===== src/rtl/stream_mux_arb.sv =====
// stream_mux_arb: N-input, W-bit streaming mux with valid/ready handshakes,
// packet locking and a registered output stage.
//   Clk, Rst_n          clock, asynchronous active-low reset
//   Mode, Sel           0 = explicit channel select via Sel, 1 = round-robin
//   In_valid/last/data  per-channel source stream (channel i at [i*WIDTH +: WIDTH])
//   In_ready            per-channel ready, one-hot or zero
//   Out_valid/data/last/src  registered output beat and its source index
//   Out_ready           downstream ready

// Per-channel slice: ready decode plus a masked copy of the beat so the top
// can OR-reduce the winning channel without indexing by grant.
module stream_mux_arb_lane #(
  parameter int WIDTH = 32,
  parameter int SEL_W = 2,
  parameter int IDX   = 0
) (
  input  logic             en,
  input  logic [SEL_W-1:0] grant,
  input  logic             valid,
  input  logic             last,
  input  logic [WIDTH-1:0] data,
  output logic             ready,
  output logic             take,
  output logic [WIDTH-1:0] data_m,
  output logic             last_m
);
  assign ready  = en & (grant == SEL_W'(IDX));
  assign take   = ready & valid;
  assign data_m = take ? data : '0;
  assign last_m = take & last;
endmodule

module stream_mux_arb #(
  parameter int WIDTH  = 32,
  parameter int NUM_IN = 4,
  parameter int SEL_W  = $clog2(NUM_IN)
) (
  input  logic                    Clk,
  input  logic                    Rst_n,
  input  logic                    Mode,
  input  logic [SEL_W-1:0]        Sel,
  input  logic [NUM_IN-1:0]       In_valid,
  input  logic [NUM_IN-1:0]       In_last,
  input  logic [NUM_IN*WIDTH-1:0] In_data,
  output logic [NUM_IN-1:0]       In_ready,
  output logic                    Out_valid,
  output logic [WIDTH-1:0]        Out_data,
  output logic                    Out_last,
  output logic [SEL_W-1:0]        Out_src,
  input  logic                    Out_ready
);
  typedef enum logic {IDLE, LOCKED} state_t;

  state_t                        state, state_nxt;
  logic [SEL_W-1:0]              lock_ch, lock_nxt;
  logic [SEL_W-1:0]              rr_ptr, rr_nxt;
  logic [SEL_W-1:0]              grant;
  logic                          grant_ok;
  logic                          ld, en, xfer, last_x;
  logic [NUM_IN-1:0]             take, last_m;
  logic [NUM_IN-1:0][WIDTH-1:0]  data_m;
  logic [WIDTH-1:0]              data_x;

  assign ld = ~Out_valid | Out_ready;
  // Rst_n gates ready so nothing is offered while reset is held.
  assign en = ld & grant_ok & Rst_n;

  // Grant selection. Round-robin scans upward from rr_ptr+1 with wrap.
  always_comb begin
    int idx;
    idx      = 0;
    grant    = '0;
    grant_ok = 1'b0;
    if (state == LOCKED) begin
      grant    = lock_ch;
      grant_ok = 1'b1;
    end else if (!Mode) begin
      grant    = Sel;
      grant_ok = int'(Sel) < NUM_IN;
    end else begin
      for (int k = 1; k <= NUM_IN; k++) begin
        idx = (int'(rr_ptr) + k) % NUM_IN;
        if (!grant_ok && In_valid[idx]) begin
          grant    = SEL_W'(idx);
          grant_ok = 1'b1;
        end
      end
    end
  end

  for (genvar i = 0; i < NUM_IN; i++) begin : g_lane
    stream_mux_arb_lane #(.WIDTH(WIDTH), .SEL_W(SEL_W), .IDX(i)) u_lane (
      .en     (en),
      .grant  (grant),
      .valid  (In_valid[i]),
      .last   (In_last[i]),
      .data   (In_data[i*WIDTH +: WIDTH]),
      .ready  (In_ready[i]),
      .take   (take[i]),
      .data_m (data_m[i]),
      .last_m (last_m[i])
    );
  end

  // At most one lane takes, so an OR-reduction is the mux.
  always_comb begin
    data_x = '0;
    for (int i = 0; i < NUM_IN; i++) data_x = data_x | data_m[i];
  end
  assign xfer   = |take;
  assign last_x = |last_m;

  always_comb begin
    state_nxt = state;
    lock_nxt  = lock_ch;
    rr_nxt    = rr_ptr;
    case (state)
      IDLE: if (xfer) begin
        if (!last_x) begin
          state_nxt = LOCKED;
          lock_nxt  = grant;
        end else if (Mode) begin
          rr_nxt = grant;
        end
      end
      LOCKED: if (xfer && last_x) begin
        state_nxt = IDLE;
        if (Mode) rr_nxt = lock_ch;
      end
      default: state_nxt = IDLE;
    endcase
  end

  always_ff @(posedge Clk or negedge Rst_n) begin
    if (!Rst_n) begin
      state   <= IDLE;
      lock_ch <= '0;
      rr_ptr  <= SEL_W'(NUM_IN - 1);
    end else begin
      state   <= state_nxt;
      lock_ch <= lock_nxt;
      rr_ptr  <= rr_nxt;
    end
  end

  // Output register; payload fields keep stale values when the beat drains.
  always_ff @(posedge Clk or negedge Rst_n) begin
    if (!Rst_n) begin
      Out_valid <= 1'b0;
      Out_data  <= '0;
      Out_last  <= 1'b0;
      Out_src   <= '0;
    end else if (xfer) begin
      Out_valid <= 1'b1;
      Out_data  <= data_x;
      Out_last  <= last_x;
      Out_src   <= grant;
    end else if (Out_ready) begin
      Out_valid <= 1'b0;
    end
  end
endmodule


===== config.mk =====
export PLATFORM = sky130hd
export DESIGN_NAME = stream_mux_arb
export DESIGN_NICKNAME = d
export VERILOG_FILES = /design/src/rtl/stream_mux_arb.sv
export SDC_FILE = /design/constraint.sdc
export NUM_CORES = 1
export LEC_CHECK = 0
export CAP_MARGIN = 15
export CORE_MARGIN = 8
export CORE_UTILIZATION = 39
export CTS_BUF_LIST = sky130_fd_sc_hd__clkbuf_8
export DETAILED_ROUTE_END_ITERATION = 7
export GPL_ROUTABILITY_DRIVEN = 1
export GPL_TIMING_DRIVEN = 0
export PLACE_DENSITY = 0.88
export SLEW_MARGIN = 20
export SYNTH_ARGS = -nofsm -noshare
export SYNTH_HDL_FRONTEND = slang
export SYNTH_SLANG_ARGS = --single-unit
export TNS_END_PERCENT = 20

===== constraint.sdc =====
create_clock -name Clk -period 8.5 [get_ports Clk]
set_clock_uncertainty 0.05 [all_clocks]
set_input_delay 1.7 -clock Clk [delete_from_list [all_inputs] [get_ports Clk]]
set_output_delay 1.7 -clock Clk [all_outputs]
set_load 0.02 [all_outputs]

# Yosys cells after proc, flatten, opt, wreduce, memory -nomap -nowiden
# Cells that the tools add are included.
dict set report totals {
  ff_bits 41
  in_bits 142
  output_inout_bits 40
}
dict set report op_classes {
  addsub 4
  order_cmp 4
  n_eq_ne 8
  n_mux 46
  bitwise 25
  reduce_logical 17
}
# cell count
set ops {}
lappend ops {{$mux W32} 4}
lappend ops {{$or A32 B32 Y32} 3}
lappend ops {{$mux W1} 25}
lappend ops {{$mux W2} 11}
lappend ops {{$lt A3 B4 Y1 const B} 4}
lappend ops {{$and A1 B1 Y1} 14}
lappend ops {{$bmux W1 S2} 4}
lappend ops {{$ne A2 B2 Y1 const B} 4}
lappend ops {{$reduce_or A2 Y1} 4}
lappend ops {{$reduce_or A4 Y1} 2}
lappend ops {{$reduce_and A5 Y1} 1}
lappend ops {{$add A2 B1 Y2 const B} 2}
lappend ops {{$add A2 B2 Y2 const B} 2}
lappend ops {{$and A1 B1 Y1 const A} 4}
lappend ops {{$eq A2 B2 Y1 const B} 2}
lappend ops {{$logic_and A1 B1 Y1} 4}
lappend ops {{$pmux W2 S2} 1}
lappend ops {{$logic_not A1 Y1} 3}
lappend ops {{$not A1 Y1} 3}
lappend ops {{$reduce_and A3 Y1} 1}
lappend ops {{$eq A2 B1 Y1 const B} 1}
lappend ops {{$logic_not A2 Y1} 1}
lappend ops {{$ne A2 B1 Y1 const B} 1}
lappend ops {{$pmux W1 S2} 1}
lappend ops {{2 further kinds} 2}

# Longest topological paths before layout
dict set report logic_depth {
  ltp_word 33
  ltp_mapped 10
}

# Hierarchy
# Synthesis repeated with hierarchy kept, for this count alone.
dict set report unflattened {
  cells_unflattened 361
  area_unflattened_um2 3064.2
}
# mod instances cells_each area_per_inst_um2
set modules_own_cells {}
lappend modules_own_cells {stream_mux_arb 1 207 1953.1}
lappend modules_own_cells {{stream_mux_arb_lane at g_lane[1].u_lane ...} 2 39 277.8}
lappend modules_own_cells {{stream_mux_arb_lane at g_lane[0].u_lane} 1 38 280.3}
lappend modules_own_cells {{stream_mux_arb_lane at g_lane[3].u_lane} 1 38 275.3}

# Worst setup path before layout
# OpenSTA, ideal clock, no wires.
dict set report synth_path {
  path_kind {input to output}
  startpoint {input port In_valid[3]}
  endpoint {output port In_ready[2]}
  t_arrival_ps 3496
  required_ps 6750
  setup_slack_ps 3254
  path_stages 9
  n_path_buf 4
  path_cell_list {mux2_1 -> a221o_2 -> o21ai_2 -> or2_1 -> buf_2 -> buf_2 -> buf_2 -> nor2b_1 -> buf_4}
}
dict set report synth_between {
  elab_chain_cells 24
}
# element line
set synth_lines {}
lappend synth_lines {{from (decl)} 42} ;# input logic [NUM_IN-1:0] In_valid,
lappend synth_lines {{$bmux W1 S2} 83} ;# if (!grant_ok && In_valid[idx]) begin
lappend synth_lines {{$mux W1 (implied by the code) (2 in series)} 83}
lappend synth_lines {{$mux W1} 83}
lappend synth_lines {{$mux W1} 77} ;# end else if (!Mode) begin
lappend synth_lines {{$mux W1} 74} ;# if (state == LOCKED) begin
lappend synth_lines {{$logic_not A1 Y1} 83}
lappend synth_lines {{$logic_and A1 B1 Y1} 83}
lappend synth_lines {{$mux W1} 83}
lappend synth_lines {{(+6 left out)} n/a}
lappend synth_lines {{$mux W1} 74}
lappend synth_lines {{$logic_not A1 Y1} 83}
lappend synth_lines {{$logic_and A1 B1 Y1} 83}
lappend synth_lines {{$mux W1} 83}
lappend synth_lines {{$mux W1} 77}
lappend synth_lines {{$mux W1} 74}
lappend synth_lines {{$and A1 B1 Y1 (2 in series)} 66} ;# assign en = ld & grant_ok & Rst_n;
lappend synth_lines {{$and A1 B1 Y1 (*)} 27} ;# assign ready = en & (grant == SEL_W'(IDX));
lappend synth_lines {{to (decl)} 45} ;# output logic [NUM_IN-1:0] In_ready,
# Every way passes the cells marked *; elsewhere a longest branch is shown, timed or not. The select of a mux whose other input is x is not followed.

# Worst setup path in the final report
# Ends and elaborated chain as after synthesis.

==> impl_metrics.tcl <==
set metrics [dict create \
    yosysTopAreaCellShare_pct 37.3 \
    synthTopCellsByArea "dfrtp_1 (37%), a22o_1 (11%), a221oi_1 (10%)" \
    p_int_mw 0.812 \
    fin_util_pct 70.2 \
    io_pins 182 \
    dieArea_sq_um 9590 \
    grt_pass1_wl_um 17300 \
    crit_top_cell "buf_2" \
    first_global_vias 3438 \
    drv_slew 0 \
    final_cells 576 \
    yosysWarnings 0 \
    hold_class "flop to flop" \
    crit_type "input pin to output pin" \
    ctsResizeCount 0 \
    yosysTopAreaCell "dfrtp_1" \
    crit_path_start_kind "input pin" \
    min_to "Out_src[0]" \
    synth.most_common_cell "nor2_1" \
    hp-start "Out_src[0]" \
    crit_path_top_delay_cell "clkdlybuf4s50_1" \
    synth_edf_count 0 \
    cts_buffer_depth 2 \
    first_pass_iters 7 \
    grt.overflow.total 0 \
    vias_per_cell 5.59 \
    core_sq_um 6640 \
    placementRows 30 \
    yosysUniqueCellTypes 43 \
    clk_latency_ns 0.29 \
    peakVddDrop_uv 153 \
    htreeDepth 2 \
    power.net_switching_mw 0.605 \
    initial_core_util_pct 39.4 \
    gp_congestion 0.877 \
    crit_path_max_fanout 10 \
    status "complete, no violations" \
    p_seq_share_pct 25.6 \
    grtUsageTotal_pct 22.4 \
    synth_top_flop_cell "dfrtp_1" \
    synthTopCellsByCount "nor2_1 (72), dfrtp_1 (39), nor3_1 (33), a22o_1 (32), a221oi_1 (31)" \
    cts_setup_buffers 0 \
    wl_per_cell_um 19.3 \
    placedInstanceArea_sq_um 4540 \
    portBuffers 181 \
    dpl.hpwl_um 8870 \
    timing.fmax_ghz 0.148 \
    setup_tns_ns 0 \
    rsz0062_at_grt "no" \
    worst_pin_slew_ns 0.885 \
    drt-total-wl_um 11100 \
    clkTransAtPathRegs_ns 0.09 \
    switching_share_pct 42.7 \
    critPathCaptureType "output pin" \
    maxCapViolations 0 \
    design_area_sq_um 4660 \
    holdBufCountCts 0 \
    die_w_um 97.9 \
    clockPowerShare_pct 11.8 \
    drt_iter0_drc 130 \
    cts_buffers 5 \
    post-route-period-util_pct 79.2 \
    synth.cell_area_sq_um 2620 \
    reg2reg_from "rr_ptr[1]" \
    final.min_clock_period_ns 6.74 \
    syn-num-nets 448 \
    arrival_ns 4.99 \
    hold_depth 1 \
    combPwrFrac_pct 62.6 \
    grt_max_degree 25 \
    antenna_left 0 \
    syn_area_per_cell_sq_um 8.55 \
    antenna_found_initial 0 \
    num_antenna_cells 0 \
    drive_gt1_share_pct 7.06 \
    dr_total_vias 3217 \
    syn-instance-count 306 \
    setup_viol 0 \
    p_leak_nw 1.92 \
    cts-root-buf "clkbuf_8" \
    synthArstFlopShare_pct 100 \
    area_delta_synth_final_pct 78.1 \
    hold_viol 0 \
    slew_headroom_pct 40.6 \
    r2r_cells 7 \
    cts_tree "done" \
    dieHeight_um 97.9 \
    finalNetCount 637 \
    powerDensity_nw_per_um2 304 \
    ys_ff_latch 41 \
    clock-sinks 41 \
    r2r_setup_slack_ns 5.42 \
    worstPathCellList "clkdlybuf4s50_1 > mux2_1 > a221o_2 > o21ai_2 > or2_1 > buf_2 > buf_2 > buf_2 > nor2b_1 > buf_4 > clkdlybuf4s50_1" \
    critPathRequiredTime_ns 6.75 \
    drcViolationCount 0 \
    dp.cells 568 \
    seq_area_frac_synth_pct 39.3 \
    reg2reg_to "lock_ch[1]" \
    max_stage_delay_ns 0.63 \
]
## per-layer routing
metal,share of wire (%),global-route usage (%),wire length [um]
met5,0,0,0
met4,1.6,6.83,180
met3,9.5,8.53,1060
met2,52,39.8,5780
met1,37,24.0,4130
## worst max-delay path, delay by kind of cell
kind,cells,cell delay [ns]
compound gates,2,0.69
buf+inv,6,1.94
simple gates,2,0.30
mux,1,0.35
## power groups by stage
| stage | combinational (mW) | sequential (mW) | clock (mW) |
|---|---|---|---|
| after CTS | 0.893 | 0.363 | 0.169 |
| after global placement | 0.869 | 0.360 | 0 |
| final | 0.887 | 0.363 | 0.167 |
| after floorplan | 0.396 | 0.469 | 0 |
| after detailed placement | 0.891 | 0.367 | 0 |
| after global routing | 0.956 | 0.376 | 0.177 |
## worst max path at each step
stage                   to  depth (start not counted)  slack, ns         from
2_1_floorplan  In_ready[2]                          9       3.25  In_valid[3]
6_report       In_ready[2]                         11       1.76  In_valid[3]
5_1_grt        In_ready[2]                         11       1.60  In_valid[3]
3_3_place_gp   In_ready[0]                          6       1.59        Rst_n
4_1_cts        In_ready[2]                         11       1.79  In_valid[3]
3_5_place_dp   In_ready[2]                         11       1.79  In_valid[3]
## final cells by class
type,instances,area [sq um]
clock inverters,2,33.8
plain buffers,29,138
flip-flops and latches,41,1030
clock buffers,6,82.6
multi-input cells,231,1430
fillers,541,1980
well taps,80,100
repair buffers,182,1830
inverters,5,18.8
## logic make-up after synthesis
logic type             after synthesis  share of synthesized area (%)
AND/OR/NAND/NOR                    135                           23.1
AO/OA/AOI/OAI                       89                           28.6
flip-flops                          41                           39.3
buffers and inverters               34                           5.98
multiplexers                         7                           3.01
## flip-flops by register name, indices dropped and copies added, names as in the netlist, named ones only
signal,cells
rr_ptr,2
Out_src,2
Out_data,32
Out_valid,1
lock_ch,2
Out_last,1
## per-stage QoR
stage	hold WS, ns	power [mW]	setup WS [ns]
floorplan	0.422	0.865	3.25
global route	0.474	1.51	1.60
CTS	0.454	1.42	1.79
detailed placement	0.435	1.26	1.79
global placement	0.420	1.23	1.59
finish	0.451	1.42	1.76
## cells in the final DEF, fill, tap and decap left out, types with 2 or more instances in the layout
cell type / synthesis / routed
a211o_1: 2 / 2
a21oi_1: 5 / 5
a221oi_1: 31 / 31
a22o_1: 32 / 32
and2_1: 3 / 3
buf_2: 11 / 12
buf_4: 4 / 4
clkbuf_1: 14 / 14
clkbuf_8: 0 / 6
clkdlybuf4s50_1: 0 / 180
dfrtp_1: 39 / 39
dfstp_2: 2 / 2
inv_1: 5 / 6
mux2_2: 2 / 2
mux2i_1: 3 / 3
nand2_1: 8 / 8
nand2b_1: 4 / 4
nand3_1: 4 / 4
nor2_1: 72 / 72
nor2b_1: 3 / 3
nor3_1: 33 / 33
o21ai_0: 3 / 3
o22ai_1: 2 / 2
o31a_1: 2 / 2
or3_1: 2 / 2
Note: power is estimated with default switching activity, not from simulation.
